**src/rtl/bus_arb_pkg.sv**
```systemverilog
// Shared constants, state encoding and helpers for the 4-requester bus arbiter.
package bus_arb_pkg;

  localparam int NUM_REQ = 4;
  localparam int SEL_W   = 2;
  localparam int CNT_W   = 8;

  typedef enum logic {
    ST_IDLE = 1'b0,
    ST_FULL = 1'b1
  } state_t;

  // Pointer value that gives requester 0 top priority after reset.
  localparam logic [SEL_W-1:0] RST_PTR = 2'd3;

  // One-hot decode of a requester index.
  function automatic logic [NUM_REQ-1:0] onehot4(input logic [SEL_W-1:0] idx);
    onehot4 = {{(NUM_REQ-1){1'b0}}, 1'b1} << idx;
  endfunction

endpackage

```
**src/rtl/bus_arb_4_1_rr_pick4.sv**
```systemverilog
// Combinational round-robin picker: returns the first set bit of the eligible
// mask, scanning from the index just after the last winner and wrapping.
module rr_pick4
  import bus_arb_pkg::*;
(
  input  logic [NUM_REQ-1:0] elig_mask,
  input  logic [SEL_W-1:0]   last_ptr,
  output logic               any_valid,
  output logic [SEL_W-1:0]   winner
);

  // Scan last+1 .. last+4 (mod 4); the first eligible index wins.
  always_comb begin
    any_valid = 1'b0;
    winner    = last_ptr;
    for (int i = 1; i <= NUM_REQ; i++) begin
      if (!any_valid && elig_mask[last_ptr + SEL_W'(i)]) begin
        any_valid = 1'b1;
        winner    = last_ptr + SEL_W'(i);
      end else begin
        any_valid = any_valid;
      end
    end
  end

endmodule

```
**src/rtl/bus_arb_4_1.sv**
```systemverilog
// Round-robin 4:1 bus arbiter with a registered valid/ready output stage.
// Each capture of a requester's word returns a one-cycle ack to it.
// Optional per-requester saturating grant counters: BUS_ARB_GRANT_CNT_EN.
module bus_arb_4_1
  import bus_arb_pkg::*;
#(
  parameter int W = 8
) (
  input  logic                     i_clk,
  input  logic                     i_rst,
  input  logic [NUM_REQ-1:0]       i_req,
  input  logic [NUM_REQ*W-1:0]     i_data,
  output logic [NUM_REQ-1:0]       o_ack,
  output logic [SEL_W-1:0]         o_sel,
  output logic                     o_valid,
  output logic [W-1:0]             o_data,
  input  logic                     i_ready
`ifdef BUS_ARB_GRANT_CNT_EN
  ,
  output logic [NUM_REQ*CNT_W-1:0] o_grant_cnt
`endif
);

  state_t             state_r;
  logic [SEL_W-1:0]   last_r;
  logic [SEL_W-1:0]   sel_r;
  logic [W-1:0]       data_r;
  logic [NUM_REQ-1:0] ack_r;

  logic [NUM_REQ-1:0] elig_s;
  logic               any_s;
  logic [SEL_W-1:0]   winner_s;
  logic [W-1:0]       mux_s;
  logic               capture_s;

  // A requester is masked in its own ack cycle so a still-high stale request
  // is never granted twice.
  assign elig_s = i_req & ~ack_r;

  rr_pick4 u_pick (
    .elig_mask (elig_s),
    .last_ptr  (last_r),
    .any_valid (any_s),
    .winner    (winner_s)
  );

  // 4:1 bus mux driven by the picker's winner index.
  always_comb begin
    mux_s = {W{1'b0}};
    case (winner_s)
      2'd0:    mux_s = i_data[0*W +: W];
      2'd1:    mux_s = i_data[1*W +: W];
      2'd2:    mux_s = i_data[2*W +: W];
      2'd3:    mux_s = i_data[3*W +: W];
      default: mux_s = {W{1'b0}};
    endcase
  end

  // The output register can take a new word when empty or being drained.
  assign capture_s = ((state_r == ST_IDLE) || i_ready) && any_s;

  // Output-stage FSM: capture winner, drain on ready, hold on back-pressure.
  always_ff @(posedge i_clk) begin
    if (i_rst) begin
      state_r <= ST_IDLE;
      last_r  <= RST_PTR;
      sel_r   <= {SEL_W{1'b0}};
      data_r  <= {W{1'b0}};
      ack_r   <= {NUM_REQ{1'b0}};
    end else begin
      ack_r <= {NUM_REQ{1'b0}};
      if (capture_s) begin
        state_r <= ST_FULL;
        data_r  <= mux_s;
        sel_r   <= winner_s;
        last_r  <= winner_s;
        ack_r   <= onehot4(winner_s);
      end else if ((state_r == ST_FULL) && i_ready) begin
        state_r <= ST_IDLE;
      end else begin
        state_r <= state_r;
      end
    end
  end

  assign o_valid = (state_r == ST_FULL);
  assign o_data  = data_r;
  assign o_sel   = sel_r;
  assign o_ack   = ack_r;

`ifdef BUS_ARB_GRANT_CNT_EN
  logic [CNT_W-1:0] cnt_r [NUM_REQ];

  // Per-requester grant counters, saturating at all-ones.
  always_ff @(posedge i_clk) begin
    if (i_rst) begin
      for (int k = 0; k < NUM_REQ; k++) begin
        cnt_r[k] <= {CNT_W{1'b0}};
      end
    end else if (capture_s && (cnt_r[winner_s] != {CNT_W{1'b1}})) begin
      cnt_r[winner_s] <= cnt_r[winner_s] + CNT_W'(1);
    end else begin
      cnt_r[winner_s] <= cnt_r[winner_s];
    end
  end

  // Pack the counters onto the output bus, counter k at bits [k*8 +: 8].
  always_comb begin
    o_grant_cnt = {(NUM_REQ*CNT_W){1'b0}};
    for (int k = 0; k < NUM_REQ; k++) begin
      o_grant_cnt[k*CNT_W +: CNT_W] = cnt_r[k];
    end
  end
`endif

endmodule
```
**config.mk**
```make
export PLATFORM = sky130hd
export DESIGN_NAME = bus_arb_4_1
export DESIGN_NICKNAME = d
export VERILOG_FILES = /design/src/rtl/bus_arb_pkg.sv /design/src/rtl/bus_arb_4_1_rr_pick4.sv /design/src/rtl/bus_arb_4_1.sv
export SDC_FILE = /design/constraint.sdc
export NUM_CORES = 1
export LEC_CHECK = 0
export BUFFER_PORTS_ARGS = -buffer_cell sky130_fd_sc_hd__buf_2
export CORE_MARGIN = 2
export CORE_UTILIZATION = 35
export CTS_CLUSTER_DIAMETER = 120
export DETAILED_ROUTE_END_ITERATION = 6
export GPL_TIMING_DRIVEN = 0
export SLEW_MARGIN = 30
export SYNTH_ARGS = -nofsm -noshare
export SYNTH_HDL_FRONTEND = slang
export SYNTH_SLANG_ARGS = --single-unit
export TNS_END_PERCENT = 20
```
**constraint.sdc**
```tcl
create_clock -name i_clk -period 2.1 [get_ports i_clk]
set_clock_uncertainty 0.05 [all_clocks]
set_input_delay 0.63 -clock i_clk [delete_from_list [all_inputs] [get_ports i_clk]]
set_output_delay 0.63 -clock i_clk [all_outputs]
set_load 0.1 [all_outputs]
```
==> impl_metrics.env <==
export IMPL_dp_cells=193
export IMPL_synth_nets=148
export IMPL_cts_buffer_depth=2
export IMPL_antenna_found_initial=0
export IMPL_grt_pass1_vias=939
export IMPL_initial_core_util_pct=37.07
export IMPL_hold_class="flip-flop to flip-flop"
export IMPL_clkTransAtPathRegs_ps=90
export IMPL_pin_count=54
export IMPL_syn_inst=109
export IMPL_nets=206
export IMPL_start_kind="primary input"
export IMPL_final_period_utilization_pct=86.30
export IMPL_synth_area_um2=1022
export IMPL_syn_to_final_growth_pct=32.93
export IMPL_slew_headroom_pct=63.52
export IMPL_antenna_cells=0
export IMPL_portBuffers=53
export IMPL_top_layer="met4"
export IMPL_fmax_mhz=551.8
export IMPL_multi_input_area_um2=640.6
export IMPL_p_leak_nw=0.6647
export IMPL_synth_seq_cells=17
export IMPL_die_area_um2=3369
export IMPL_grt_max_degree=11
export IMPL_cap_violations=0
export IMPL_finalSetupViolations=0
export IMPL_yosys_cell_types_count=36
export IMPL_grt_ovfl_total=0
export IMPL_met1_length_um=1136
export IMPL_slew_violations=0
export IMPL_startpoint="i_req[2]"
export IMPL_rsz0062_at_grt="false"
export IMPL_crit_chain="buf_2, and2b_1, o22ai_1, mux2i_2, buf_2, a21boi_0, o21ai_0, o211ai_1"
export IMPL_postCtsSetupRepairBufs=0
export IMPL_via_per_inst=5.000
export IMPL_firstDrtPassIters=4
export IMPL_cpMostUsedCell="buf_2"
export IMPL_cp_required_ps=2210
export IMPL_ys_async_sr_fraction_pct=0
export IMPL_worstSetupPathType="primary input to flip-flop"
export IMPL_wl_met2_um=961
export IMPL_synth_area_per_cell_um2=9.378
export IMPL_seq_area_um2=346.6
export IMPL_ff2ff_path_depth=7
export IMPL_vias=985
export IMPL_status="complete, no violations"
export IMPL_rrSetupSlack_ps=350
export IMPL_numCtsBuffers=3
export IMPL_final_min_clock_period_ps=1812
export IMPL_rows=19
export IMPL_ys_seq_area_share_pct=33.29
export IMPL_ctsResizeCount=0
export IMPL_clkLatencyLatePin_ps=280
export IMPL_cp_num_cells=8
export IMPL_drc_errors=0
export IMPL_ys_flop_type="dfxtp_1"
export IMPL_n_fill_cell=269
export IMPL_cp_end_kind="flip-flop"
export IMPL_cp_slowest_cell="mux2i_2"
export IMPL_grt_pass1_wl_um=3995
export IMPL_whs_path_depth=2
export IMPL_dieHeight_um=58.05
export IMPL_drive_gt1_share_pct=46.39
export IMPL_chipWidth_um=58.05
export IMPL_rr_startpoint="o_ack[2]"
export IMPL_worstMarginPinSlew_ps=545.2
export IMPL_r2r_end="o_data[3]"
export IMPL_synth_edf_count=0
export IMPL_drtAntennaViolNets=0
export IMPL_ys_warn_count=0
export IMPL_hpwlAfterDp_um=1870
export IMPL_setup_tns_ps=0
export IMPL_cts_htree_levels=1
export IMPL_total_power_mw=1.373
export IMPL_crit_fanout=10
export IMPL_slowest_delay_ps=320
export IMPL_path_buf_inv=2
export IMPL_endpoint="o_data[3]"
export IMPL_path_delay_family="compound AO/OA/AOI/OAI gates"
export IMPL_wire_per_inst_um=11.88
export IMPL_cts_hold_buf=0
export IMPL_clock_tree_root_cell="clkbuf_4"
export IMPL_core_um2=2758
export IMPL_p_per_area_nw_per_um2=1010
export IMPL_grt_use_total_pct=15.17
export IMPL_wl_met3_um=200
export IMPL_ir_drop_uv=594.0
export IMPL_place_gp_congestion=0.7327
export IMPL_routed_wl_um=2340
export IMPL_first_iter_violations=19
export IMPL_finalHoldViolations=0
export IMPL_stdcell_count=197
export IMPL_cts_tree="done"
export IMPL_crit_arrival_ps=1920
export IMPL_cts_sinks=17
[layer usage]
metal | up-vias | track usage (%)
li1 | 516 | -
met1 | 421 | 20.47
met2 | 43 | 23.86
met3 | 5 | 2.902
met4 | 0 | 5.980
met5 | - | 0
[tightest hold or removal path, delay by kind of cell (launching register included)]
family / cells / cell delay, ps
DFF: 1 / 340
AOI/OAI and AO/OA: 1 / 60
and+or+nand+nor: 1 / 50
[sequential cells by signal (all words and copies together), names as in the netlist]
| register | cells |
|---|---|
| o_valid | 1 |
| o_sel | 2 |
| o_ack | 4 |
| last_r | 2 |
| o_data | 8 |
[synth_stat cells, types with 2 or more instances]
library cell	count	area [um^2]
and2b_1	2	15.01
nand2b_4	4	55.05
o21ai_0	4	20.02
nor2b_1	2	12.51
a21boi_0	8	60.06
mux2i_1	9	90.09
nor2_1	8	30.03
o211ai_1	8	60.06
nand2_1	8	30.03
clkbuf_1	2	7.510
dfxtp_1	17	340.3
buf_2	2	10.01
o21ai_1	4	20.02
and3_1	8	50.05
o22ai_1	2	12.51
[logic make-up (layout without fill, tap and decap cells)]
kind of cell	count (synthesis)	after routing	share of synthesized area [%]
multiplexers	12	12	12.73
buffers and inverters	6	63	4.039
flip-flops	17	17	33.29
AND/OR/NAND/NOR	42	42	26.56
AO/OA/AOI/OAI	32	32	23.38
[final cells by class]
type	count	area share, %
multi-input cells	86	47.15
well taps	31	2.855
clock buffers	4	1.934
repair buffers	53	19.52
flip-flops and latches	17	25.51
plain buffers	5	2.762
inverters	1	0.2762
[power by group]
| group | internal, mW | switching [mW] | total, mW |
|---|---|---|---|
| clock | 0.0737 | 0.0978 | 0.172 |
| combinational | 0.224 | 0.564 | 0.788 |
| sequential | 0.382 | 0.0311 | 0.413 |
| total | 0.680 | 0.693 | 1.37 |
[cell usage in the layout (no fill, tap or decap), types with 2 or more instances in the layout]
| cell | count |
|---|---|
| mux2i_1 | 9 |
| a21boi_0 | 8 |
| o21ai_1 | 4 |
| o211ai_1 | 8 |
| nand2b_4 | 4 |
| dfxtp_1 | 12 |
| o21ai_0 | 4 |
| and2b_1 | 2 |
| nor2b_1 | 2 |
| nand2_1 | 8 |
| dfxtp_2 | 5 |
| clkbuf_4 | 3 |
| buf_2 | 55 |
| clkbuf_1 | 3 |
| and3_1 | 8 |
| nor2_1 | 8 |
| o22ai_1 | 2 |
[per-stage QoR]
stage	instance area [um^2]	utilization, %	hold WS (ps)	setup slack [ps]
2_1_floorplan	1028	-	539.9	93.55
3_3_place_gp	1333	48.32	400.2	-11.45
3_5_place_dp	1333	48.32	411.7	-19.73
4_1_cts	1359	49.27	434.6	288.4
5_1_grt	1359	49.27	460.2	106.8
6_report	1359	49.27	428.6	287.7
[worst min path at each step]
| stage | slack (ps) | from | to |
|---|---|---|---|
| 2_1_floorplan | 540 | last_r[1] | last_r[1] |
| 3_3_place_gp | 400 | o_data[4] | o_data[4] |
| 3_5_place_dp | 410 | o_data[0] | o_data[0] |
| 4_1_cts | 430 | o_data[6] | o_data[6] |
| 5_1_grt | 460 | o_data[1] | o_data[1] |
| 6_report | 430 | o_data[1] | o_data[1] |
(Power assumes the default switching activity.)
